$ cat config.mk
export PLATFORM = sky130hd
export DESIGN_NAME = csa_result_stage
export DESIGN_NICKNAME = d
export VERILOG_FILES = /design/src/rtl/csa_result_stage.sv
export SDC_FILE = /design/constraint.sdc
export NUM_CORES = 1
export LEC_CHECK = 0
export CORE_AREA = 2 2 132 134
export DETAILED_ROUTE_END_ITERATION = 6
export DIE_AREA = 0 0 134 136
export MAX_ROUTING_LAYER = met4
export SLEW_MARGIN = 10
export SYNTH_ARGS = -nofsm -noshare
export SYNTH_HDL_FRONTEND = slang
export SYNTH_SLANG_ARGS = --single-unit
$ cat constraint.sdc
create_clock -name clk -period 2.7 [get_ports clk]
set_input_delay 0.54 -clock clk [delete_from_list [all_inputs] [get_ports clk]]
set_output_delay 0.54 -clock clk [all_outputs]
set_load 0.01 [all_outputs]
$ cat src/rtl/csa_result_stage.sv
// ============================================================================
// Module      : csa_result_stage
// Description : Registered result FIFO behind the carry-save adder, with
//               optional signed saturation and sticky/counted overflow status.
// Revision    : 1.0 - initial release
// ============================================================================
`default_nettype none

module csa_result_stage #(
    parameter int N     = 32,
    parameter int DEPTH = 4,
    parameter int SAT   = 1
) (
    input  logic                       clk,
    input  logic                       rst_n,
    input  logic                       in_valid,
    output logic                       in_ready,
    input  logic [N-1:0]               in_sum,
    input  logic                       in_cout,
    input  logic                       in_of,
    output logic                       out_valid,
    input  logic                       out_ready,
    output logic [N-1:0]               out_data,
    output logic                       out_cout,
    output logic                       out_of,
    output logic [$clog2(DEPTH+1)-1:0] count,
    output logic                       sticky_of,
    output logic [15:0]                of_count,
    input  logic                       clr_sticky
);

    localparam int AW = $clog2(DEPTH);
    localparam int CW = $clog2(DEPTH+1);
    localparam int EW = N + 2;

    localparam logic [N-1:0]  c_max_pos = {1'b0, {(N-1){1'b1}}};
    localparam logic [N-1:0]  c_min_neg = {1'b1, {(N-1){1'b0}}};
    localparam logic [CW-1:0] c_full    = CW'(DEPTH);

    logic [EW-1:0] r_mem [DEPTH];
    logic [AW-1:0] r_wr_ptr;
    logic [AW-1:0] r_rd_ptr;
    logic [CW-1:0] r_count;
    logic          r_sticky;
    logic [15:0]   r_of_count;

    logic          w_push;
    logic          w_pop;
    logic          w_out_valid;
    logic [N-1:0]  w_data;
    logic [EW-1:0] w_head;
    logic [15:0]   w_of_base;

    assign in_ready    = (r_count != c_full);
    assign w_out_valid = (r_count != '0);
    assign w_push      = in_valid & in_ready;
    assign w_pop       = w_out_valid & out_ready;

    // Overflow saturates towards the sign opposite to the wrapped sum.
    always_comb begin
        w_data = in_sum;
        if ((SAT != 0) && in_of) begin
            w_data = in_sum[N-1] ? c_max_pos : c_min_neg;
        end
    end

    // Storage carries no reset; validity is tracked by the pointers alone.
    always_ff @(posedge clk) begin
        if (w_push) begin
            r_mem[r_wr_ptr] <= {w_data, in_cout, in_of};
        end
    end

    always_ff @(posedge clk or negedge rst_n) begin
        if (!rst_n) begin
            r_wr_ptr <= '0;
            r_rd_ptr <= '0;
            r_count  <= '0;
        end else begin
            if (w_push) begin
                r_wr_ptr <= r_wr_ptr + AW'(1);
            end
            if (w_pop) begin
                r_rd_ptr <= r_rd_ptr + AW'(1);
            end
            case ({w_push, w_pop})
                2'b10:   r_count <= r_count + CW'(1);
                2'b01:   r_count <= r_count - CW'(1);
                default: r_count <= r_count;
            endcase
        end
    end

    // A clear coinciding with an overflow push still records that push.
    assign w_of_base = clr_sticky ? 16'h0000 : r_of_count;

    always_ff @(posedge clk or negedge rst_n) begin
        if (!rst_n) begin
            r_sticky   <= 1'b0;
            r_of_count <= '0;
        end else begin
            r_sticky <= (r_sticky & ~clr_sticky) | (w_push & in_of);
            if (w_push && in_of && (w_of_base != 16'hFFFF)) begin
                r_of_count <= w_of_base + 16'h0001;
            end else begin
                r_of_count <= w_of_base;
            end
        end
    end

    assign w_head    = r_mem[r_rd_ptr];
    assign out_valid = w_out_valid;
    assign out_data  = w_out_valid ? w_head[EW-1:2] : '0;
    assign out_cout  = w_out_valid & w_head[1];
    assign out_of    = w_out_valid & w_head[0];
    assign count     = r_count;
    assign sticky_of = r_sticky;
    assign of_count  = r_of_count;

endmodule

`default_nettype wire

# ---- Yosys cells after proc, flatten, opt, wreduce, memory -nomap -nowiden
# Memory sizes are Yosys's and may differ from the RTL's.
# Index checks and enable logic that the tools add are counted.
# Widths: inputs -> output; s select.
dict set report classes {
  div 0
  n_mul 0
  n_eq_ne 4
  bitwise_logic 8
  reduce_logical 4
  magnitude_cmp 0
  addsub 5
  mux 8
  shift 0
}
# cell n
set op_table {}
lappend op_table {{$mux 32} 3}
lappend op_table {{$mux 16} 2}
lappend op_table {{$add 16x1->16 const B} 1}
lappend op_table {{$ne 16x16->1 const B} 1}
lappend op_table {{$and 1x1->1} 6}
lappend op_table {{$pmux 3 s2} 1}
lappend op_table {{$add 2x1->2 const B} 2}
lappend op_table {{$add 3x1->3 const B} 1}
lappend op_table {{$ne 3x3->1 const B} 1}
lappend op_table {{$reduce_bool 3->1} 1}
lappend op_table {{$sub 3x1->3 const B} 1}
lappend op_table {{$eq 2x1->1 const B} 1}
lappend op_table {{$eq 2x2->1 const B} 1}
lappend op_table {{$logic_and 1x1->1} 2}
lappend op_table {{$mux 1} 2}
lappend op_table {{$reduce_bool 2->1} 1}
lappend op_table {{$not 1->1} 1}
lappend op_table {{$or 1x1->1} 1}
dict set report totals {
  mem_count 1
  regBits 24
  mem_bits_ro 0
  word_cells 35
  out_inout_bits 56
  latch_bits 0
  inputBits 39
  ramBits 136
}
# memory depth width read_ports rd_clocked_by_memory_dff wr line
set mem_list {}
lappend mem_list {r_mem 4 34 1 0 1 40} ;# logic [EW-1:0] r_mem [DEPTH];

# ---- Longest topological paths before layout
# Gate-level depths: netlist (run 1).
dict set report depth {
  word_depth 5
  ltp_mapped 9
  depth_no_buf 8
}

# ---- Worst setup path after synthesis (run 1)
# No wires, ideal clock.
dict set report synth_timing {
  path_type {register -> register}
  start {reg r_count[0], in the netlist count[0]}
  end {reg r_count[2], in the netlist count[2]}
  synth_period_minus_slack_ns 2.112
  arrival_ns 2.033
  stages_incl_launch_ff 10
  setup_slack_ns 0.588
  required_time_ns 2.621
  path_buffers 1
  setup_ns 0.079
  cell_sequence {dfrtp_1 or3b_1 buf_6 nand2_1 ha_1 inv_1 fa_1 xor2_1 nor2_1 xor2_1}
}
dict set report synth_between {
  elab_chain_len 4
  elab_cells_between_ends 10
  cone_classes {2 x add/sub; 3 x eq/ne; 1 x mux; 2 x bitwise; 2 x reduce/logical}
}
# item line
set synth_rtl {}
lappend synth_rtl {{start, declared} 43} ;# logic [CW-1:0] r_count;
lappend synth_rtl {{start signal, assigned} 87} ;# 2'b10: r_count <= r_count + CW'(1);
lappend synth_rtl {{start signal, assigned} 88} ;# 2'b01: r_count <= r_count - CW'(1);
lappend synth_rtl {{start signal, assigned} 89} ;# default: r_count <= r_count;
lappend synth_rtl {{$ne 3x3->1 (*)} 54} ;# assign in_ready = (r_count != c_full);
lappend synth_rtl {{via in_ready} 17} ;# output logic in_ready,
lappend synth_rtl {{$and 1x1->1 (*)} 56} ;# assign w_push = in_valid & in_ready;
lappend synth_rtl {{$eq 2x1->1 / $eq 2x2->1 (equally long branches)} 86} ;# case ({w_push, w_pop})
lappend synth_rtl {{$pmux 3 s2 / $reduce_bool 2->1 (equally long branches)} n/a}
# The timed path passes the listed nets; every way through them passes the cells marked *.
# A chain may end at the register's enable or synchronous reset.

# ---- Worst setup path after layout (run 1)
dict set report layout_timing {
  start {reg r_rd_ptr[0]}
  end {out out_of}
}
dict set report layout_between {
  elab_chain_len 2
}
# item line
set layout_rtl {}
lappend layout_rtl {{start, declared} 42} ;# logic [AW-1:0] r_rd_ptr;
lappend layout_rtl {{start signal, assigned} 84} ;# r_rd_ptr <= r_rd_ptr + AW'(1);
lappend layout_rtl {{$mem_v2 4x34} n/a}
lappend layout_rtl {{$and 1x1->1} 115} ;# assign out_of = w_out_valid & w_head[0];
lappend layout_rtl {{end, declared} 25} ;# output logic out_of,
# No other way between the ends.

==> results of run 1 <==
==> report_power, final <==
group | switching (mW) | internal (mW) | leakage [nW]
registers | 0.146 | 3.24 | 1.57
clock network | 0.915 | 1.34 | 0.259
logic | 1.41 | 1.51 | 1.36
==> metal layers <==
metal | up-vias | track usage
met3 | 18 | 0.03691
met2 | 95 | 0.2775
li1 | 1842 | -
met4 | 0 | 0.06619
met1 | 2030 | 0.2146
met5 | - | -
==> flip-flops by register name (all words and copies together) (netlist names) <==
signal,cells
r_wr_ptr,2
r_mem,136
sticky_of,1
r_rd_ptr,2
of_count,16
count,3
==> path summary, 6_finish.rpt <==
path | startpoint | to | slack, ns | depth (start not counted)
worst max-delay path | r_rd_ptr[0] | out_of | 0.13 | 4
worst min-delay path | rst_n | of_count[14] | 0.47 | 2
worst max register to register | count[1] | count[2] | 0.41 | 8
worst min register to register | sticky_of | sticky_of | 0.52 | 2
max in group asynchronous | rst_n | r_rd_ptr[0] | 1.94 | 2
min in group clk | sticky_of | sticky_of | 0.52 | 2
==> critical path, stage by stage (launching register included) <==
cell	delay, ns
dfrtp_2	0.42
buf_12	0.21
mux4_2	0.51
and2_1	0.18
dlygate4sd2_1	0.29
==> what timing repair did <==
action                     CTS  global route
setup endpoints to repair   34             1
buffers inserted             2             0
resized for setup           34             1
==> metrics by stage <==
| step | power (mW) | util | hold WS, ns |
|---|---|---|---|
| finish | 8.558 | 0.5155 | 0.4750 |
| detailed placement | 6.704 | 0.4839 | 0.5048 |
| global placement | 6.656 | 0.4839 | 0.4943 |
| floorplan | 5.163 | - | 0.2444 |
| CTS | 8.721 | 0.5153 | 0.4709 |
| global route | 9.035 | 0.5155 | 0.5079 |
==> layout make-up <==
type,instances,area (sq um)
Clock buffer,18,429.2
Clock inverter,14,123.9
Fill cell,1446,8177
Inverter,38,142.6
Multi-Input combinational cell,211,1889
Sequential cell,160,4687
Tap cell,225,281.5
Timing Repair Buffer,120,1146
==> cells by family after synthesis <==
| logic type | after synthesis | synth area share |
|---|---|---|
| DFF | 160 | 0.6872 |
| buffers and inverters | 60 | 0.03634 |
| adders and majority gates | 7 | 0.01395 |
| AOI/OAI and AO/OA | 47 | 0.03634 |
| and+or+nand+nor | 105 | 0.08903 |
| muxes | 40 | 0.1217 |
| xor gates and xnor gates | 12 | 0.01542 |
==> placed cells by master (no fill, tap or decap), types with 4 or more instances in the layout <==
master / Yosys / layout
buf_4: 0 / 21
clkinv_1: 0 / 5
and2_1: 37 / 37
buf_12: 0 / 4
dfrtp_1: 24 / 22
and3_2: 1 / 5
a21oi_1: 7 / 7
clkinvlp_4: 0 / 4
nand3_1: 6 / 6
inv_1: 38 / 38
nand2b_1: 4 / 4
mux4_2: 34 / 34
edfxtp_1: 136 / 136
clkdlybuf4s50_1: 0 / 59
or3_1: 5 / 5
xor2_1: 5 / 5
o21ai_0: 35 / 35
xnor2_1: 7 / 7
ha_1: 6 / 6
nor2_1: 10 / 10
clkbuf_16: 0 / 17
dlygate4sd2_1: 0 / 33
nor3_1: 5 / 5
nand2_1: 12 / 12
==> metrics.md, run 1 <==
| Metric | Value |
|---|---|
| Status | completed |
| Post-Syn Instances | between 400 and 500 |
| CTS tree | built |
| Max Cap Viol | 0 |
| Vias in the first global route | 4324 |
| Required @ worst endpoint | 2.16 ns |
| Most common library cells after synthesis | edfxtp_1, inv_1, and2_1, o21ai_0, mux4_2 |
| Crit path max fanout | 18 |
| Dpl cells | 752 |
| Wire length on met1 | between 6000 and 7000 microns |
| WS Path Type | flip-flop to primary output |
| Initial antenna violation count | 0 |
| Finished Layout Cells | 786 |
| Core Area | 16880 sq um |
| Final Skew | approximately 0.009 ns |
| Clk_lat worst skew | 0.42 ns |
| WL/cell | 18.18 microns |
| Clock Sinks | 160 |
| Post-synth top flop | edfxtp_1 |
| Ys async rst share | 0.1500 |
| Max Used Layer | met4 |
| Largest net degree at the start of global routing | 37 |
| Syn Area/Cell | between 15 and 20 sq um |
| P_leak | 3.187 nW |
| Initial drt markers | 212 |
| Net count after synthesis | around 480 |
| Yosys top cell area share | 0.5991 |
| Max Buffers Root-to-Sink | 2 |
| Design area | 8700 sq um |
| DIE HEIGHT | 136 microns |
| Number of distinct library cells after synthesis | 41 |
| Post-Syn Area | slightly below 7000 sq um |
| Area delta synth->final | 27.62% |
| Initial DRT Pass Iterations | 5 |
| Full die area | 18220 sq um |
| RSZ-0062 raised after global routing | no |
| Maximum vdd drop | 0.0007162 V |
| Row count | 48 |
| Initial Utilization | 0.4039 |
| Post-synth EDFFs | 136 |
| DP HPWL | 8868 microns |
| First-pass GRT wire length | 22750 microns |
| CTS Root Cell | clkbuf_16 |
| Slew Limit Headroom | 0.5964 |
| Dpl ws | approximately 0.047 ns |
| Critical path arrival | 2.03 ns |
| I/O pin total | 95 |
| Ranking of synthesized cells by area | edfxtp_1, mux4_2, dfrtp_1, and2_1, o21ai_0 |
| Min-delay worst type | input port to asynchronous set/reset pin |
| Setup TNS | 0 ns |
| Vias per cell | between 5 and 6 |
| Final global-route overflow total | 0 |
| DR WL met3 | ~630 microns |
| Met2 WL | 7108 microns |
| Synthesis warning total | 0 |
| Finish-stage setup viols | 0 |
| Power per standard cell area | 983.7 nW/um^2 |
| Die Wd | ~130 microns |
| I/O Buffers | 94 |
| Post-DRT Antenna Nets | 0 |
| Clk slew on worst S/H paths | approximately 0.06 ns |
| Final Max Tran Viols | 0 |
| GP Congestion | 0.8761 |
| Post-synthesis sequential area ratio | 0.6872 |
| Final hold vios | 0 |
| Crit. End Element | primary output |
| Residual DRC | 0 |
| Antenna Diode Count | 0 |
| Worst Tran Pin Value | 0.5901 ns |
| Hold_buf cts | 0 |
| Placed cell area | between 8000 and 9000 sq um |
| Layout cells sized above 1 | 0.1765 |
| Num CTS Buffers | 17 |
| # H-tree levels | 4 |
| GRT Util Overall | 0.1720 |
| Final WL | about 14000 microns |
| Final setup margin | 0.1305 ns |
| Fin crit period | 2.570 ns |
| Nets | 594 |
| Largest area contributor in the netlist | edfxtp_1 |
| Tcrit/Tclk final | 0.9517 |
| Max Clk Rate | 389.2 MHz |
| Via count | between 3000 and 4000 |
| Yosys reg bits | 160 |
| Setup crit start kind | flip-flop |
| Count leader, synth | edfxtp_1 |
No activity file was read; power rests on OpenSTA's default activity.
==> inputs of run 2 (changes only) <==
--- a/config.mk
+++ b/config.mk
@@ -5,10 +5,11 @@
 export SDC_FILE = /design/constraint.sdc
 export NUM_CORES = 1
 export LEC_CHECK = 0
-export CORE_AREA = 2 2 132 134
+export CORE_AREA = 2 2 158 113
 export DETAILED_ROUTE_END_ITERATION = 6
-export DIE_AREA = 0 0 134 136
+export DIE_AREA = 0 0 160 115
 export MAX_ROUTING_LAYER = met4
+export REMOVE_ABC_BUFFERS = 1
 export SLEW_MARGIN = 10
 export SYNTH_ARGS = -nofsm -noshare
 export SYNTH_HDL_FRONTEND = slang
==> metrics.md, run 2 (synthesis gave the netlist of run 1 again) <==
| Metric | Value |
|---|---|
| Num CTS Buffers | 17 (unchanged) |
| Row count | 40 (-17%) |
| Initial DRT Pass Iterations | 4 (-1) |
| Critical path arrival | 2.05 ns (+0.02 ns) |
| Worst Tran Pin Value | 0.4712 ns (-0.1189 ns) |
| Vias per cell | 5.024 (-0.90%) |
| Max Clk Rate | 386.0 MHz (-0.82%) |
| Maximum vdd drop | 0.0005118 V (-29%) |
| Slew Limit Headroom | 0.6777 (+0.08131) |
| Crit path max fanout | 21 (+3) |
| Initial Utilization | 0.4030 (-0.0009560) |
| Final global-route overflow total | 0 (unchanged) |
| Post-DRT Antenna Nets | 0 (unchanged) |
| Final Skew | 0.004064 ns (-0.004907 ns) |
| Residual DRC | 0 (unchanged) |
| GRT Util Overall | 0.1697 (-0.002229) |
| Final setup margin | 0.1093 ns (-0.02121 ns) |
| I/O Buffers | 94 (unchanged) |
| CTS Root Cell | clkbuf_16 |
| P_leak | 3.158 nW (-0.92%) |
| Final Max Tran Viols | 0 (unchanged) |
| Final WL | 14250 microns (-0.27%) |
| Initial drt markers | 248 (+17%) |
| Tcrit/Tclk final | 0.9595 (+0.007856) |
| Power per standard cell area | 974.7 nW/um^2 (-0.92%) |
| Post-CTS setup buffer count | 0 (-2) |
| WS Path Type | flip-flop to primary output |
| Commonest non-fill, non-tap cell in the layout | edfxtp_1 |
| Area delta synth->final | 27.18% |
| Most frequent cells in the layout | edfxtp_1, clkdlybuf4s50_1, inv_1, and2_1, o21ai_0 |
| GP Congestion | 0.8161 (-6.8%) |
| WL/cell | 18.16 microns (-0.14%) |
| Full die area | 18400 sq um (+0.97%) |
| Max reg flops | 136 (unchanged) |
| RSZ-0062 raised after global routing | no |
| Vias in the first global route | 4044 (-6.5%) |
| I/O pin total | 95 (unchanged) |
| Layout cells sized above 1 | 0.1679 (-0.008601) |
| Min-delay worst type | input port to asynchronous set/reset pin |
| Clk slew on worst S/H paths | 0.06 ns (about the same) |
| Final hold vios | 0 (unchanged) |
| Clk_lat worst skew | 0.42 ns (about the same) |
| Die Wd | 160 microns (+19%) |
| # H-tree levels | 4 (unchanged) |
| Core Area | 16920 sq um (+0.24%) |
| Required @ worst endpoint | 2.16 ns (about the same) |
| Top reg by flops | r_mem |
| Setup crit start kind | flip-flop |
| Design area | 8670 sq um (-0.35%) |
| Fill cells | 1444 (-0.14%) |
| Clock Sinks | 160 (unchanged) |
| DP HPWL | 8513 microns (-4.0%) |
| Placed cell area | 8209 sq um (+0.52%) |
| Status | completed |
| Total power | 8.450 mW (-1.3%) |
| Fin crit period | 2.591 ns (+0.02121 ns) |
| Hold_buf cts | 0 (unchanged) |
| Antenna Diode Count | 0 (unchanged) |
| Max Buffers Root-to-Sink | 2 (unchanged) |
| Via count | 3944 (-1.0%) |
| Nets | 591 (-0.51%) |
| Post_cts resized | 34 (unchanged) |
| CTS tree | built |
| Largest net degree at the start of global routing | 38 (+2.7%) |
| Finish-stage setup viols | 0 (unchanged) |
| Initial antenna violation count | 0 (unchanged) |
| DIE HEIGHT | 115 microns (-15%) |
| Crit. End Element | primary output |
| Dpl ws | 0.02411 ns (-0.02334 ns) |
| Max Cap Viol | 0 (unchanged) |
| Dpl cells | 757 (+0.66%) |
| Finished Layout Cells | 785 (-0.13%) |
| First-pass GRT wire length | 22370 microns (-1.7%) |
-- run 2: changes by cell type in the layout (fill, tap and decap cells not counted) --
cell	change
buf_4	-5
buf_12	+3
clkinvlp_4	-3
clkinv_2	+2
buf_2	-1
buf_6	-1
bufinv_16	-1
clkbuf_1	-1
clkdlybuf4s50_1	+1
clkinv_1	-1
dlygate4sd2_1	+1
dlymetal6s2s_1	-1
-- run 2: cell type report --
class                   instances  area [sq um]  area share
flip-flops and latches        160          4687      0.5406
well taps                     231         289.0     0.03334
multi-input cells             211          1889      0.2179
repair buffers                117          1159      0.1336
clock inverters                11         77.57    0.008948
clock buffers                  17         425.4     0.04907
inverters                      38         142.6     0.01645
-- run 2: worst paths after layout --
path                        startpoint      endpoint  slack, ns  depth (start not counted)
hold reg to reg               count[2]      count[2]       0.53                          1
max in group asynchronous        rst_n   r_rd_ptr[0]       1.95                          2
hold / removal                   rst_n      count[2]       0.48                          2
min in group clk              count[2]      count[2]       0.53                          1
setup / recovery           r_rd_ptr[0]  out_data[26]       0.11                          4
setup reg to reg              count[0]      count[2]       0.38                          9
-- run 2: power by group --
group | internal [mW] | leakage, nW | total (mW) | switching, mW
Combinational | 1.52 | 1.34 | 2.98 | 1.45
Clock | 1.22 | 0.250 | 2.09 | 0.868
Sequential | 3.24 | 1.57 | 3.38 | 0.148
-- run 2: metal layers --
metal | vias to the layer above | routed length [microns] | track usage
met2 | 92 | 6916 | 0.2661
met1 | 2010 | 6511 | 0.2204
met5 | - | 0 | -
met3 | 17 | 613 | 0.03644
met4 | 0 | 212 | 0.06486
li1 | 1825 | - | -
-- run 2: worst max-delay path, stage by stage, from the launching register on --
cell	delay, ns
dfrtp_2	0.40
buf_12	0.22
mux4_2	0.52
and2_1	0.19
dlygate4sd2_1	0.28
-- run 2: per-stage QoR --
stage                 util  hold slack, ns  TNS (ns)
floorplan                -          0.2444    -5.410
global route        0.5125          0.5026         0
finish              0.5125          0.4849         0
global placement    0.4853          0.4952         0
detailed placement  0.4853          0.5191         0
CTS                 0.5125          0.4809         0
==> inputs of run 3 (changes only) <==
--- a/config.mk
+++ b/config.mk
@@ -5,6 +5,7 @@
 export SDC_FILE = /design/constraint.sdc
 export NUM_CORES = 1
 export LEC_CHECK = 0
+export CAP_MARGIN = 20
 export CORE_AREA = 2 2 158 113
 export DETAILED_ROUTE_END_ITERATION = 6
 export DIE_AREA = 0 0 160 115
==> results of run 3 <==
No change in the layout: final DEF, timing and power equal those of run 2.
